## src/rtl/axi_arb_pkg.sv

```systemverilog
// axi_arb_pkg: shared types and constants for the AXI read-address arbiter.
//   arb_state_e  : IDLE / ADDR / DATA arbitration phases
//   grant_t      : one-hot grant / request vector, bit i = master i
//   PTR_RESET    : last-winner value after reset (m2), giving m0 top priority
//   onehot_idx() : index of the set bit in a one-hot grant_t
package axi_arb_pkg;
  localparam int NUM_RMASTERS = 3;
  typedef enum logic [1:0] {IDLE, ADDR, DATA} arb_state_e;
  typedef logic [NUM_RMASTERS-1:0] grant_t;
  localparam grant_t PTR_RESET = 3'b100;
  function automatic logic [1:0] onehot_idx(grant_t g);
    return g[2] ? 2'd2 : g[1] ? 2'd1 : 2'd0;
  endfunction
endpackage

```

## src/rtl/axi_read_arbiter_if.sv

```systemverilog
// axi_read_arbiter_if: bundle of request, AR/R handshake and grant signals.
//   mN_ARVALID        : read-address request of master N
//   arvalid / arready : muxed AR handshake on the slave side
//   rvalid/rready/rlast : muxed R handshake and last-beat flag
//   mN_rgrnt / busy   : arbiter outputs (grants drive the AR mux select)
//   modport slave     : the arbiter's view; modport master : the environment's view
interface axi_read_arbiter_if;
  logic m0_ARVALID, m1_ARVALID, m2_ARVALID;
  logic arvalid, arready;
  logic rvalid, rready, rlast;
  logic m0_rgrnt, m1_rgrnt, m2_rgrnt;
  logic busy;
  modport slave (
    input  m0_ARVALID, m1_ARVALID, m2_ARVALID, arvalid, arready, rvalid, rready, rlast,
    output m0_rgrnt, m1_rgrnt, m2_rgrnt, busy
  );
  modport master (
    output m0_ARVALID, m1_ARVALID, m2_ARVALID, arvalid, arready, rvalid, rready, rlast,
    input  m0_rgrnt, m1_rgrnt, m2_rgrnt, busy
  );
endinterface

```

## src/rtl/arb_rr_pick.sv

```systemverilog
// arb_rr_pick: combinational winner select.
//   req_i  : request vector, bit i = master i
//   last_i : one-hot last winner; search starts at the master after it, wrapping
//   win_o  : one-hot winner, all-zero when no request
module arb_rr_pick
  import axi_arb_pkg::*;
(
  input  grant_t req_i,
  input  grant_t last_i,
  output grant_t win_o
);
  logic [1:0] li, idx;
  // Walk from the farthest candidate to the nearest so the nearest requester overwrites.
  always_comb begin
    win_o = '0;
    idx   = '0;
    li    = onehot_idx(last_i);
    for (int k = NUM_RMASTERS; k >= 1; k--) begin
      idx = 2'((int'(li) + k) % NUM_RMASTERS);
      if (req_i[idx]) begin
        win_o      = '0;
        win_o[idx] = 1'b1;
      end
    end
  end
endmodule

```

## src/rtl/axi_read_arbiter.sv

```systemverilog
// axi_read_arbiter: 3-master AXI read-address arbiter with registered one-hot grants.
//   clk   : single clock, rising edge
//   rst_n : synchronous active-low reset
//   bus   : axi_read_arbiter_if.slave (requests, AR/R handshakes in; grants, busy out)
//   HOLD_RDATA : 1 holds the grant until the last R beat, 0 releases after AR handshake
//   AXI_ARB_RR_EN : when defined, round-robin from the last winner; otherwise m0 > m1 > m2
module axi_read_arbiter
  import axi_arb_pkg::*;
#(
  parameter bit HOLD_RDATA = 1'b1
) (
  input logic clk,
  input logic rst_n,
  axi_read_arbiter_if.slave bus
);
  arb_state_e state_q;
  grant_t     grant_q, req, win, last_w;
  logic       busy_q, ar_hs, r_done, own_req;
  assign req     = {bus.m2_ARVALID, bus.m1_ARVALID, bus.m0_ARVALID};
  assign ar_hs   = bus.arvalid && bus.arready;
  assign r_done  = bus.rvalid && bus.rready && bus.rlast;
  assign own_req = |(req & grant_q);
`ifdef AXI_ARB_RR_EN
  grant_t ptr_q;
  assign last_w = ptr_q;
`else
  // Fixed priority is round-robin frozen at last-winner = m2.
  assign last_w = PTR_RESET;
`endif
  arb_rr_pick u_pick (
    .req_i  (req),
    .last_i (last_w),
    .win_o  (win)
  );
  always_ff @(posedge clk) begin
    if (!rst_n) begin
      state_q <= IDLE;
      grant_q <= '0;
      busy_q  <= 1'b0;
`ifdef AXI_ARB_RR_EN
      ptr_q   <= PTR_RESET;
`endif
    end else begin
      case (state_q)
        IDLE: if (|req) begin
          grant_q <= win;
          state_q <= ADDR;
          busy_q  <= 1'b1;
        end
        ADDR: if (ar_hs) begin
`ifdef AXI_ARB_RR_EN
          ptr_q <= grant_q;
`endif
          if (HOLD_RDATA) state_q <= DATA;
          else begin
            state_q <= IDLE;
            grant_q <= '0;
            busy_q  <= 1'b0;
          end
        end else if (!own_req) begin
          // Granted master withdrew its request: abort without moving the pointer.
          state_q <= IDLE;
          grant_q <= '0;
          busy_q  <= 1'b0;
        end
        DATA: if (r_done) begin
          state_q <= IDLE;
          grant_q <= '0;
          busy_q  <= 1'b0;
        end
        default: begin
          state_q <= IDLE;
          grant_q <= '0;
          busy_q  <= 1'b0;
        end
      endcase
    end
  end
  assign bus.m0_rgrnt = grant_q[0];
  assign bus.m1_rgrnt = grant_q[1];
  assign bus.m2_rgrnt = grant_q[2];
  assign bus.busy     = busy_q;
endmodule

```

## src/flat_wrapper.sv

```systemverilog
// flat-port wrapper written by rule: the top's interface ports become plain ports
module axi_read_arbiter_flat import axi_arb_pkg::*;
#(
  parameter bit HOLD_RDATA = 1'b1
)
  (clk, rst_n, bus_m0_ARVALID, bus_m1_ARVALID, bus_m2_ARVALID, bus_arvalid, bus_arready, bus_rvalid, bus_rready, bus_rlast, bus_m0_rgrnt, bus_m1_rgrnt, bus_m2_rgrnt, bus_busy);
  axi_read_arbiter_if bus_i ();
  input logic clk;
  input logic rst_n;
  input wire logic [$bits(bus_i.m0_ARVALID)-1:0] bus_m0_ARVALID;
  input wire logic [$bits(bus_i.m1_ARVALID)-1:0] bus_m1_ARVALID;
  input wire logic [$bits(bus_i.m2_ARVALID)-1:0] bus_m2_ARVALID;
  input wire logic [$bits(bus_i.arvalid)-1:0] bus_arvalid;
  input wire logic [$bits(bus_i.arready)-1:0] bus_arready;
  input wire logic [$bits(bus_i.rvalid)-1:0] bus_rvalid;
  input wire logic [$bits(bus_i.rready)-1:0] bus_rready;
  input wire logic [$bits(bus_i.rlast)-1:0] bus_rlast;
  output wire logic [$bits(bus_i.m0_rgrnt)-1:0] bus_m0_rgrnt;
  output wire logic [$bits(bus_i.m1_rgrnt)-1:0] bus_m1_rgrnt;
  output wire logic [$bits(bus_i.m2_rgrnt)-1:0] bus_m2_rgrnt;
  output wire logic [$bits(bus_i.busy)-1:0] bus_busy;
  assign bus_i.m0_ARVALID = bus_m0_ARVALID;
  assign bus_i.m1_ARVALID = bus_m1_ARVALID;
  assign bus_i.m2_ARVALID = bus_m2_ARVALID;
  assign bus_i.arvalid = bus_arvalid;
  assign bus_i.arready = bus_arready;
  assign bus_i.rvalid = bus_rvalid;
  assign bus_i.rready = bus_rready;
  assign bus_i.rlast = bus_rlast;
  assign bus_m0_rgrnt = bus_i.m0_rgrnt;
  assign bus_m1_rgrnt = bus_i.m1_rgrnt;
  assign bus_m2_rgrnt = bus_i.m2_rgrnt;
  assign bus_busy = bus_i.busy;
  axi_read_arbiter #(.HOLD_RDATA(HOLD_RDATA)) u_core (.clk(clk), .rst_n(rst_n), .bus(bus_i));
endmodule
```

## config.mk

```make
export PLATFORM = sky130hd
export DESIGN_NAME = axi_read_arbiter_flat
export DESIGN_NICKNAME = d
export VERILOG_FILES = /design/src/rtl/axi_arb_pkg.sv /design/src/rtl/axi_read_arbiter_if.sv /design/src/rtl/arb_rr_pick.sv /design/src/rtl/axi_read_arbiter.sv /design/src/flat_wrapper.sv
export SDC_FILE = /design/constraint.sdc
export NUM_CORES = 1
export LEC_CHECK = 0
export CORE_MARGIN = 2
export CORE_UTILIZATION = 30
export CTS_CLUSTER_DIAMETER = 100
export DETAILED_ROUTE_END_ITERATION = 16
export HOLD_SLACK_MARGIN = 0.15
export REMOVE_ABC_BUFFERS = 1
export SYNTH_ARGS = -nofsm -noshare
export SYNTH_HDL_FRONTEND = slang
export SYNTH_HIERARCHICAL = 1
export SYNTH_SLANG_ARGS = --single-unit
```

## constraint.sdc

```tcl
create_clock -name clk -period 2.6 [get_ports clk]
set_input_delay 0.26 -clock clk [delete_from_list [all_inputs] [get_ports clk]]
set_output_delay 0.26 -clock clk [all_outputs]
set_load 0.02 [all_outputs]
```

==> results by group <==
GRT
  • Initial antenna violation count: 0
  • Global route overflow: 0
  • Global-route wire length before repair: 1725 um
  • Largest net degree at the start of global routing: 11
  • Tot GR Track Use: 12.93%
  • Number of global-route vias before repair: 409

Floorplanning
  • DIE WIDTH: 41.99 um
  • Die Height: 41.99 um
  • # IOs: 14
  • Area of the core: 0.001318 sq mm
  • # rows: 13
  • Initial Utilization: 32.86%
  • Die area: 0.001763 sq mm

CTS
  • Worst skew pair latency: 0.24 ns
  • Cts bufs inserted: 3
  • H-Tree Depth: 1
  • Reg clk slew, reported paths: 0.05 ns
  • CTS Hold Buffers Added: 0
  • CTS tree: yes
  • Post-CTS sizing: 0
  • CTS max path bufs: 2
  • Clock sinks: 6
  • Postcts setup bufs: 0
  • CTS Root Buffer Type: clkbuf_4

Timing
  • Final period util: 63.02%
  • Fmax: 0.6104 GHz
  • Hold WS: 0.5315 ns
  • RSZ-0062 raised after global routing: false
  • Min cycle time layout: 1.638 ns
  • Hold Vio Cnt, Final: 0
  • Slew @ Worst Pin: 0.6854 ns
  • Final Skew: 0.005822 ns
  • Slew headroom: 54.30%
  • Total negative slack: 0 ns
  • Slew Limit Fails: 0
  • Final setup fails: 0

Finish
  • Fillers: 137
  • Core Util, Final: 46.34%
  • # diodes: 0
  • Post-route cell area: 610.6 sq um
  • Share of layout cells above drive strength 1: 9.859%
  • Area Overhead vs Synth: 41.04%
  • # nets final: 83

Flow run
  • Max cap viols: 0

Synthesis
  • Largest area contributor in the netlist: dfxtp_1
  • Ranking of synthesized cells by area: dfxtp_1 28%, nand4b_1 8.1%, a21o_1 5.2%, o211ai_1 5.2%, nand3_1 4.6%
  • EDFF count, synth: 0
  • Seq/Total Area, Yosys: 27.75%
  • Synth Area per Inst: 8.168 sq um
  • Netlist cell types: 26
  • Cell with the most instances after synthesis: dfxtp_1
  • FFs w/ async S/R, synth: 0%
  • Register bit total from synthesis: 6
  • Yosys Warn Count: 6
  • Top_reg_cell synth: dfxtp_1
  • Mapped Area: 432.9 sq um
  • Post-synth top area share: 27.75%
  • Commonest cells post-synth: 6 x dfxtp_1, 5 x inv_1, 4 x nand3_1, 4 x nand4b_1
  • Syn Inst Count: 53

Power
  • Leak: 0.2190 nW
  • PD cells: 451.5 mW/mm^2
  • Total power: 0.2757 mW
  • Peak VDD IR: 298.0 uV

Setup path
  • CP max FO: 7
  • Slowest CP cell: a222oi_1
  • Crit Path Category: input pin to flip-flop
  • Worst path bufs/invs: 1
  • Startpoint Class: input pin
  • Crit path max-delay family: compound AO/OA/AOI/OAI gates
  • Worst EP required: 2.72 ns
  • Cells along the critical path: clkdlybuf4s50_1 > a222oi_1 > a21o_1 > o211ai_1
  • WP data arrival: 1.76 ns
  • Delay of the slowest critical-path stage: 0.70 ns
  • Crit end category: flip-flop

Detailed routing
  • Avg WL per Cell: 11.92 um
  • DRC: 0
  • Via count: 447
  • TritonRoute pass-1 iters: 5
  • Post-DRT Antenna Nets: 0
  • Iteration-0 DRC Markers: 14
  • Vias/cell: 5.198
  • Final Routed Wirelength: 1025 um

Placed design
  • HPWL after DPL: 777.8 um
  • Placer congestion estimate: 0.7592
  • Input/output buffers: 13
  • Post-Place Cell Area: 588.1 sq um

Min path
  • Hold Crit Class: flip-flop to flip-flop

Status
  • Outcome: completed
-- worst register-to-register path, stage by stage, from the launching register on --
cell,delay (ns)
dfxtp_1,0.33
a222oi_1,0.64
a21o_1,0.22
o211ai_1,0.08
-- state kept, by name, indices dropped and copies added, names as in the netlist --
signal	flops
u_core/grant_q	3
u_core/state_q	2
u_core/bus.busy	1
-- routing by layer --
metal | up-vias | track usage (%) | share of wire [%]
li1 | 236 | - | -
met1 | 203 | 15.89 | 50
met2 | 6 | 19.69 | 46
met3 | 2 | 2.586 | 3.3
met4 | 0 | 9.677 | 0.98
met5 | - | 0 | 0
-- path summary, 6_finish.rpt --
check	from	end	slack, ns	cells past startpoint
max	bus_m0_ARVALID	u_core/grant_q[1]	0.96	4
min reg2reg	u_core/grant_q[0]	u_core/grant_q[0]	0.53	2
max reg2reg	u_core/grant_q[0]	u_core/grant_q[1]	1.21	3
min	u_core/grant_q[0]	u_core/grant_q[0]	0.53	2
-- per-stage QoR --
stage	cells	setup WS [ns]
CTS	86	0.9775
global placement	83	0.7582
finish	86	0.9616
floorplan	55	1.308
global route	86	0.8455
detailed placement	83	0.7224
-- cell type report --
class	instances	area [sq um]	share of cell area, %
clock buffers	3	22.52	3.689
inverters	5	18.77	3.074
multi-input cells	44	300.3	49.18
flip-flops and latches	6	120.1	19.67
well taps	15	18.77	3.074
repair buffers	13	130.1	21.31
-- cells in the final DEF, fill, tap and decap left out, types with 3 or more instances in the layout --
| cell | n |
|---|---|
| clkdlybuf4s50_1 | 13 |
| dfxtp_1 | 6 |
| inv_1 | 5 |
| conb_1 | 5 |
| nand3_1 | 4 |
| nand4b_1 | 4 |
| clkbuf_4 | 3 |
| nand2_1 | 3 |
| a21o_1 | 3 |
| o211ai_1 | 3 |
| nor2b_1 | 3 |
-- report_power, final --
| group | switching, mW | total [mW] | internal, mW |
|---|---|---|---|
| clock | 0.0331 | 0.0853 | 0.0522 |
| combinational | 0.0351 | 0.0768 | 0.0417 |
| sequential | 0.0124 | 0.114 | 0.101 |
-- cell families after synthesis --
| group | count (synthesis) | synth area share [%] |
|---|---|---|
| simple gates | 22 | 33.53 |
| other cells | 2 | 1.735 |
| compound gates | 17 | 31.50 |
| buf+inv | 6 | 5.491 |
| flops | 6 | 27.75 |
Note: power is estimated with default switching activity, not from simulation.
